==> src/rtl/elevator_scheduler.sv <==
// -----------------------------------------------------------------------------
// elevator_scheduler
//
// Purpose:
//   Request latching and SCAN scheduling for a 4-floor elevator car.
//   Call buttons are latched into a persistent pending set. The car keeps
//   its direction while requests lie ahead and reverses when none remain.
//   The motor and door drivers are fed from registered outputs.
//
// Parameters:
//   TRAVEL_CYCLES  clock cycles to move one floor (>= 1)
//   DOOR_CYCLES    clock cycles the door stays open (>= 1)
//
// Ports:
//   clk            system clock, rising edge
//   rst_n          asynchronous active-low reset
//   button1..4     level call requests for floors 0..3
//   estop          emergency stop, active-high (EMERGENCY_STOP_EN builds only)
//   current_floor  floor the car is at, or the floor it last passed
//   motor_up       car moving up
//   motor_down     car moving down
//   door_open      door open at current_floor
//   pending        latched requests, bit i = floor i
//   busy           controller is not idle
//
// Build option:
//   EMERGENCY_STOP_EN  adds the estop input. While estop is high the FSM and
//                      its counters freeze and the motor outputs drop; buttons
//                      keep latching. Releasing estop resumes from the frozen
//                      state and count.
// -----------------------------------------------------------------------------
module elevator_scheduler #(
    parameter int TRAVEL_CYCLES = 8,
    parameter int DOOR_CYCLES   = 6
) (
    input  logic       clk,
    input  logic       rst_n,
    input  logic       button1,
    input  logic       button2,
    input  logic       button3,
    input  logic       button4,
`ifdef EMERGENCY_STOP_EN
    input  logic       estop,
`endif
    output logic [1:0] current_floor,
    output logic       motor_up,
    output logic       motor_down,
    output logic       door_open,
    output logic [3:0] pending,
    output logic       busy
);

    localparam int TCW = (TRAVEL_CYCLES > 1) ? $clog2(TRAVEL_CYCLES) : 1;
    localparam int DCW = (DOOR_CYCLES > 1) ? $clog2(DOOR_CYCLES) : 1;
    localparam logic [TCW-1:0] TRAVEL_LAST = TCW'(TRAVEL_CYCLES - 1);
    localparam logic [DCW-1:0] DOOR_LAST   = DCW'(DOOR_CYCLES - 1);

    typedef enum logic [1:0] {
        IDLE      = 2'd0,
        MOVE_UP   = 2'd1,
        MOVE_DOWN = 2'd2,
        DOOR_OPEN = 2'd3
    } state_e;

    // -------------------------------------------------------------------------
    // Helpers
    // -------------------------------------------------------------------------
    function automatic logic any_above(input logic [3:0] req, input logic [1:0] flr);
        logic hit;
        hit = 1'b0;
        for (int i = 0; i < 4; i++) begin
            if (req[i] && (2'(i) > flr)) begin
                hit = 1'b1;
            end
        end
        return hit;
    endfunction

    function automatic logic any_below(input logic [3:0] req, input logic [1:0] flr);
        logic hit;
        hit = 1'b0;
        for (int i = 0; i < 4; i++) begin
            if (req[i] && (2'(i) < flr)) begin
                hit = 1'b1;
            end
        end
        return hit;
    endfunction

    function automatic logic [3:0] floor_onehot(input logic [1:0] flr);
        return 4'b0001 << flr;
    endfunction

    // -------------------------------------------------------------------------
    // State
    // -------------------------------------------------------------------------
    state_e           state_q,      state_d;
    logic             dir_up_q,     dir_up_d;
    logic [1:0]       floor_q,      floor_d;
    logic [3:0]       pending_q,    pending_d;
    logic [TCW-1:0]   travel_q,     travel_d;
    logic [DCW-1:0]   door_cnt_q,   door_cnt_d;
    logic             motor_up_q,   motor_up_d;
    logic             motor_down_q, motor_down_d;
    logic             door_open_q,  door_open_d;
    logic             busy_q,       busy_d;

    logic [3:0]       btn;
    logic [3:0]       clr;
    logic [3:0]       set_mask;
    logic [1:0]       next_floor;
    logic             run;

    assign btn = {button4, button3, button2, button1};

    // -------------------------------------------------------------------------
    // Next-state logic
    // -------------------------------------------------------------------------
    always_comb begin
        state_d    = state_q;
        dir_up_d   = dir_up_q;
        floor_d    = floor_q;
        travel_d   = travel_q;
        door_cnt_d = door_cnt_q;
        clr        = 4'b0000;
        next_floor = floor_q;
        run        = 1'b1;

        case (state_q)
            IDLE: begin
                if (pending_q[floor_q]) begin
                    state_d    = DOOR_OPEN;
                    door_cnt_d = '0;
                    clr        = floor_onehot(floor_q);
                end else if (dir_up_q && any_above(pending_q, floor_q)) begin
                    state_d  = MOVE_UP;
                    travel_d = '0;
                end else if (any_below(pending_q, floor_q)) begin
                    state_d  = MOVE_DOWN;
                    dir_up_d = 1'b0;
                    travel_d = '0;
                end else if (any_above(pending_q, floor_q)) begin
                    state_d  = MOVE_UP;
                    dir_up_d = 1'b1;
                    travel_d = '0;
                end
            end

            MOVE_UP: begin
                if (travel_q == TRAVEL_LAST) begin
                    next_floor = floor_q + 2'd1;
                    floor_d    = next_floor;
                    travel_d   = '0;
                    // Arrival decision uses the registered pending set, so a
                    // button pressed on the arrival edge is not served here.
                    if (pending_q[next_floor]) begin
                        state_d    = DOOR_OPEN;
                        door_cnt_d = '0;
                        clr        = floor_onehot(next_floor);
                    end else if (!any_above(pending_q, next_floor)) begin
                        state_d = IDLE;
                    end
                end else begin
                    travel_d = travel_q + TCW'(1);
                end
            end

            MOVE_DOWN: begin
                if (travel_q == TRAVEL_LAST) begin
                    next_floor = floor_q - 2'd1;
                    floor_d    = next_floor;
                    travel_d   = '0;
                    if (pending_q[next_floor]) begin
                        state_d    = DOOR_OPEN;
                        door_cnt_d = '0;
                        clr        = floor_onehot(next_floor);
                    end else if (!any_below(pending_q, next_floor)) begin
                        state_d = IDLE;
                    end
                end else begin
                    travel_d = travel_q - TCW'(0) + TCW'(1);
                end
            end

            DOOR_OPEN: begin
                // A press at the open floor extends the dwell instead of
                // re-latching the request.
                if (btn[floor_q]) begin
                    door_cnt_d = '0;
                end else if (door_cnt_q == DOOR_LAST) begin
                    state_d    = IDLE;
                    door_cnt_d = '0;
                end else begin
                    door_cnt_d = door_cnt_q + DCW'(1);
                end
            end

            default: begin
                state_d = IDLE;
            end
        endcase

`ifdef EMERGENCY_STOP_EN
        // Freeze the whole scheduler; only request latching continues.
        if (estop) begin
            run        = 1'b0;
            state_d    = state_q;
            dir_up_d   = dir_up_q;
            floor_d    = floor_q;
            travel_d   = travel_q;
            door_cnt_d = door_cnt_q;
            clr        = 4'b0000;
        end
`endif

        // The open floor is masked from latching; clearing beats setting.
        set_mask  = (state_q == DOOR_OPEN) ? ~floor_onehot(floor_q) : 4'b1111;
        pending_d = (pending_q | (btn & set_mask)) & ~clr;

        // Outputs are decoded from the next state so they change on the same
        // edge as the state register and stay mutually exclusive.
        motor_up_d   = (state_d == MOVE_UP)   && run;
        motor_down_d = (state_d == MOVE_DOWN) && run;
        door_open_d  = (state_d == DOOR_OPEN);
        busy_d       = (state_d != IDLE);
    end

    // -------------------------------------------------------------------------
    // Registers
    // -------------------------------------------------------------------------
    always_ff @(posedge clk or negedge rst_n) begin
        if (!rst_n) begin
            state_q      <= IDLE;
            dir_up_q     <= 1'b1;
            floor_q      <= 2'd0;
            pending_q    <= 4'b0000;
            travel_q     <= '0;
            door_cnt_q   <= '0;
            motor_up_q   <= 1'b0;
            motor_down_q <= 1'b0;
            door_open_q  <= 1'b0;
            busy_q       <= 1'b0;
        end else begin
            state_q      <= state_d;
            dir_up_q     <= dir_up_d;
            floor_q      <= floor_d;
            pending_q    <= pending_d;
            travel_q     <= travel_d;
            door_cnt_q   <= door_cnt_d;
            motor_up_q   <= motor_up_d;
            motor_down_q <= motor_down_d;
            door_open_q  <= door_open_d;
            busy_q       <= busy_d;
        end
    end

    assign current_floor = floor_q;
    assign motor_up      = motor_up_q;
    assign motor_down    = motor_down_q;
    assign door_open     = door_open_q;
    assign pending       = pending_q;
    assign busy          = busy_q;

endmodule

==> config.mk <==
export PLATFORM = sky130hd
export DESIGN_NAME = elevator_scheduler
export DESIGN_NICKNAME = d
export VERILOG_FILES = /design/src/rtl/elevator_scheduler.sv
export SDC_FILE = /design/constraint.sdc
export NUM_CORES = 1
export LEC_CHECK = 0
export ABC_AREA = 1
export CORE_UTILIZATION = 50
export DETAILED_ROUTE_END_ITERATION = 6
export HOLD_SLACK_MARGIN = 0.1
export PLACE_DENSITY = 0.82
export REMOVE_ABC_BUFFERS = 1
export SYNTH_ARGS = -nofsm -noshare
export SYNTH_HDL_FRONTEND = slang
export SYNTH_SLANG_ARGS = --single-unit
==> constraint.sdc <==
create_clock -name clk -period 1.7 [get_ports clk]
set_input_delay 0.17 -clock clk [delete_from_list [all_inputs] [get_ports clk]]
set_output_delay 0.17 -clock clk [all_outputs]
set_load 0.02 [all_outputs]
==> results.toml <==
[synth]
synth_top_area_share_pct = 29.9
synthTopCellsByArea = "dfrtp_1 (30%), nand2_1 (15%), ha_1 (12%)"
synth-async-reset-ratio_pct = 100
ys_seq_area_share_pct = 31.6
ys_seq_elements = 19
synth_edf_count = 0
synth_cell_type_count = 33
yosysTopAreaCell = "dfrtp_1"
syn_area_um2 = 1510
syn-instance-count = 198
syn_area_per_cell_um2 = 7.61
synth_warnings = 0
synth_flop_cell = "dfrtp_1"

[detailed_routing]
drt_iter0_markers = 67
via_per_inst = 5.59
drc = 2
first_pass_iters = 7
wirelength_mm = 4.06
vias = 1526
ant_nets = 0
routedWlPerCell_um = 14.9

[sta]
tns_ns = -0.0913
relSlewSlack_pct = 73.2
finalHoldViolations = 0
holdWs_ns = 0.173
finalMaxSlewViolations = 0
worst_slack_ns = -0.0283
post-route-period-util_pct = 102
fmax_mhz = 579
final-setup-viol-count = 4
finalCriticalPeriod_ns = 1.73
fin_worst_skew_ns = 0.00878
tightestPinTransition_ns = 0.398
rsz0062_at_grt = "true"

[worst_setup_path]
cp-end-kind = "flop"
critPathLaunchType = "flop"
crit_type = "reg2reg"
cp.required_ns = 1.91
crit_arrival_ns = 1.94
cp_max_fo = 5

[placement]
place_congestion = 0.849
portBuffers = 15
dp_hpwl_mm = 2.65
dpl-instance-area_um2 = 1800
place_ws_ns = -0.00455

[clock_tree]
cts_max_path_buffers = 2
numCtsBuffers = 3
h-tree-depth = 1
cts_root_buf = "clkbuf_4"
path_clk_slew_ns = 0.12
cts_tree = "yes"
clkLatencyLatePin_ns = 0.31
ctsHoldBuffers = 0
cts.sinks = 19

[flow_run]
drv_cap = 0

[finish]
areaGrowthSynthToFinish_pct = 38.3
final_common_cell = "nand2_1"
final_cell_area_um2 = 2080
most-common-layout-cells = "nand2_1 (50), buf_4 (23), nand2_2 (20)"
fillCellCount = 198
drive_gt1_share_pct = 36.4
finalNetCount = 263
diodes = 0

[floorplanning]
initial_core_util_pct = 53.7
io_pins = 16
std_cell_rows = 19
core_area_um2 = 2810
die_x_um = 56.9
die_y_um = 56.9
die_area_um2 = 3240

[power_and_ir_drop]
p_leak_uw = 0.000959
power_density_nw_per_um2 = 1790
peakVddDrop_mv = 0.990

[global_route]
grt.overflow.total = 0
grt_usage_pct = 23.8
antenna_found_initial = 0
grt_pass1_wl_mm = 6.04
grt_start_max_net_pins = 20
grt_pass1_vias = 1355

[run_status]
violations = "design-rule violations, negative setup slack"
status = "complete, but fails checks"

[hold_path]
hp-class = "in2async"
synthesized netlist by cell type, types with 2 or more instances:
master and instances:
a21oi_1 10, buf_2 2, dfrtp_1 18, ha_1 14, inv_1 16, nand2_1 60
nand2_2 10, nand3_1 13, nand3_2 4, nand4_1 10, nor2_1 10, nor2_2 3
o21ai_0 3, o21ai_1 5, xor2_1 2
registers in the layout, summed over array words and instances (netlist names):
signal / count
door_cnt_q: 3
current_floor: 2
travel_q: 3
motor_down: 1
pending: 4
dir_up_q: 1
state_q: 2
busy: 1
door_open: 1
motor_up: 1
critical path, stage by stage, from the launching register on:
cell and delay, ns:
dfrtp_1 0.42, inv_2 0.10, ha_4 0.30, buf_6 0.12
nand3_4 0.07, nand3_2 0.07, nand2_2 0.08, a21oi_4 0.22
nand2_2 0.09, nand2_2 0.10, nand2_1 0.05
metrics by stage:
| stage | cells | total power, uW | utilization, % |
|---|---|---|---|
| 4_1_cts | 264 | 3210 | 66.3 |
| 5_1_grt | 273 | 3970 | 74.3 |
| 3_3_place_gp | 258 | 2880 | 64.2 |
| 2_1_floorplan | 194 | 2200 | - |
| 6_report | 273 | 3730 | 74.3 |
| 3_5_place_dp | 258 | 2920 | 64.2 |
worst paths after layout:
check / depth (start not counted) / slack (ns) / endpoint / start
worst max-delay path: 10 / -0.03 / busy / current_floor[1]
worst min-delay path: 2 / 0.17 / pending[2] / rst_n
worst max register to register: 10 / -0.03 / busy / current_floor[1]
worst min register to register: 2 / 0.52 / travel_q[2] / travel_q[2]
max in group asynchronous: 2 / 1.25 / dir_up_q / rst_n
min in group clk: 3 / 0.49 / pending[2] / button3
cells by family after synthesis:
logic type                 synth area share [%]
DFF                                        31.6
buffers and inverters                      6.56
and+or+nand+nor                            37.6
adders and majority gates                  11.6
AOI/OAI and AO/OA                          10.8
xor gates and xnor gates                   1.74
final cells by class:
class / instances / area, um^2 / area share, %
well taps: 31 / 38.8 / 1.86
clock inverters: 1 / 5.00 / 0.240
clock buffers: 3 / 22.5 / 1.08
inverters: 18 / 72.6 / 3.48
multi-input cells: 157 / 1080 / 51.7
repair buffers: 44 / 389 / 18.7
flip-flops and latches: 19 / 479 / 23.0
timing repair:
item / CTS / global route
pin swaps: 1 / 21
buffers inserted: 2 / 10
endpoints found under the setup margin: 5 / 17
resized for setup: 5 / 39
power breakdown:
group          switching (uW)  internal [uW]  total [uW]
logic                    1570           1140        2700
registers                 154            625         779
clock network             159           88.1         247
total                    1880           1850        3730
routing by layer:
layer  global-route usage [%]  share of wire, %  vias to the layer above
li1                         -                 -                      736
met4                     8.71               2.5                        0
met5                        0                 0                        -
met2                     37.3                46                       54
met3                     2.76               5.0                       13
met1                     33.7                46                      723
Power figures use the tool's default switching activity.
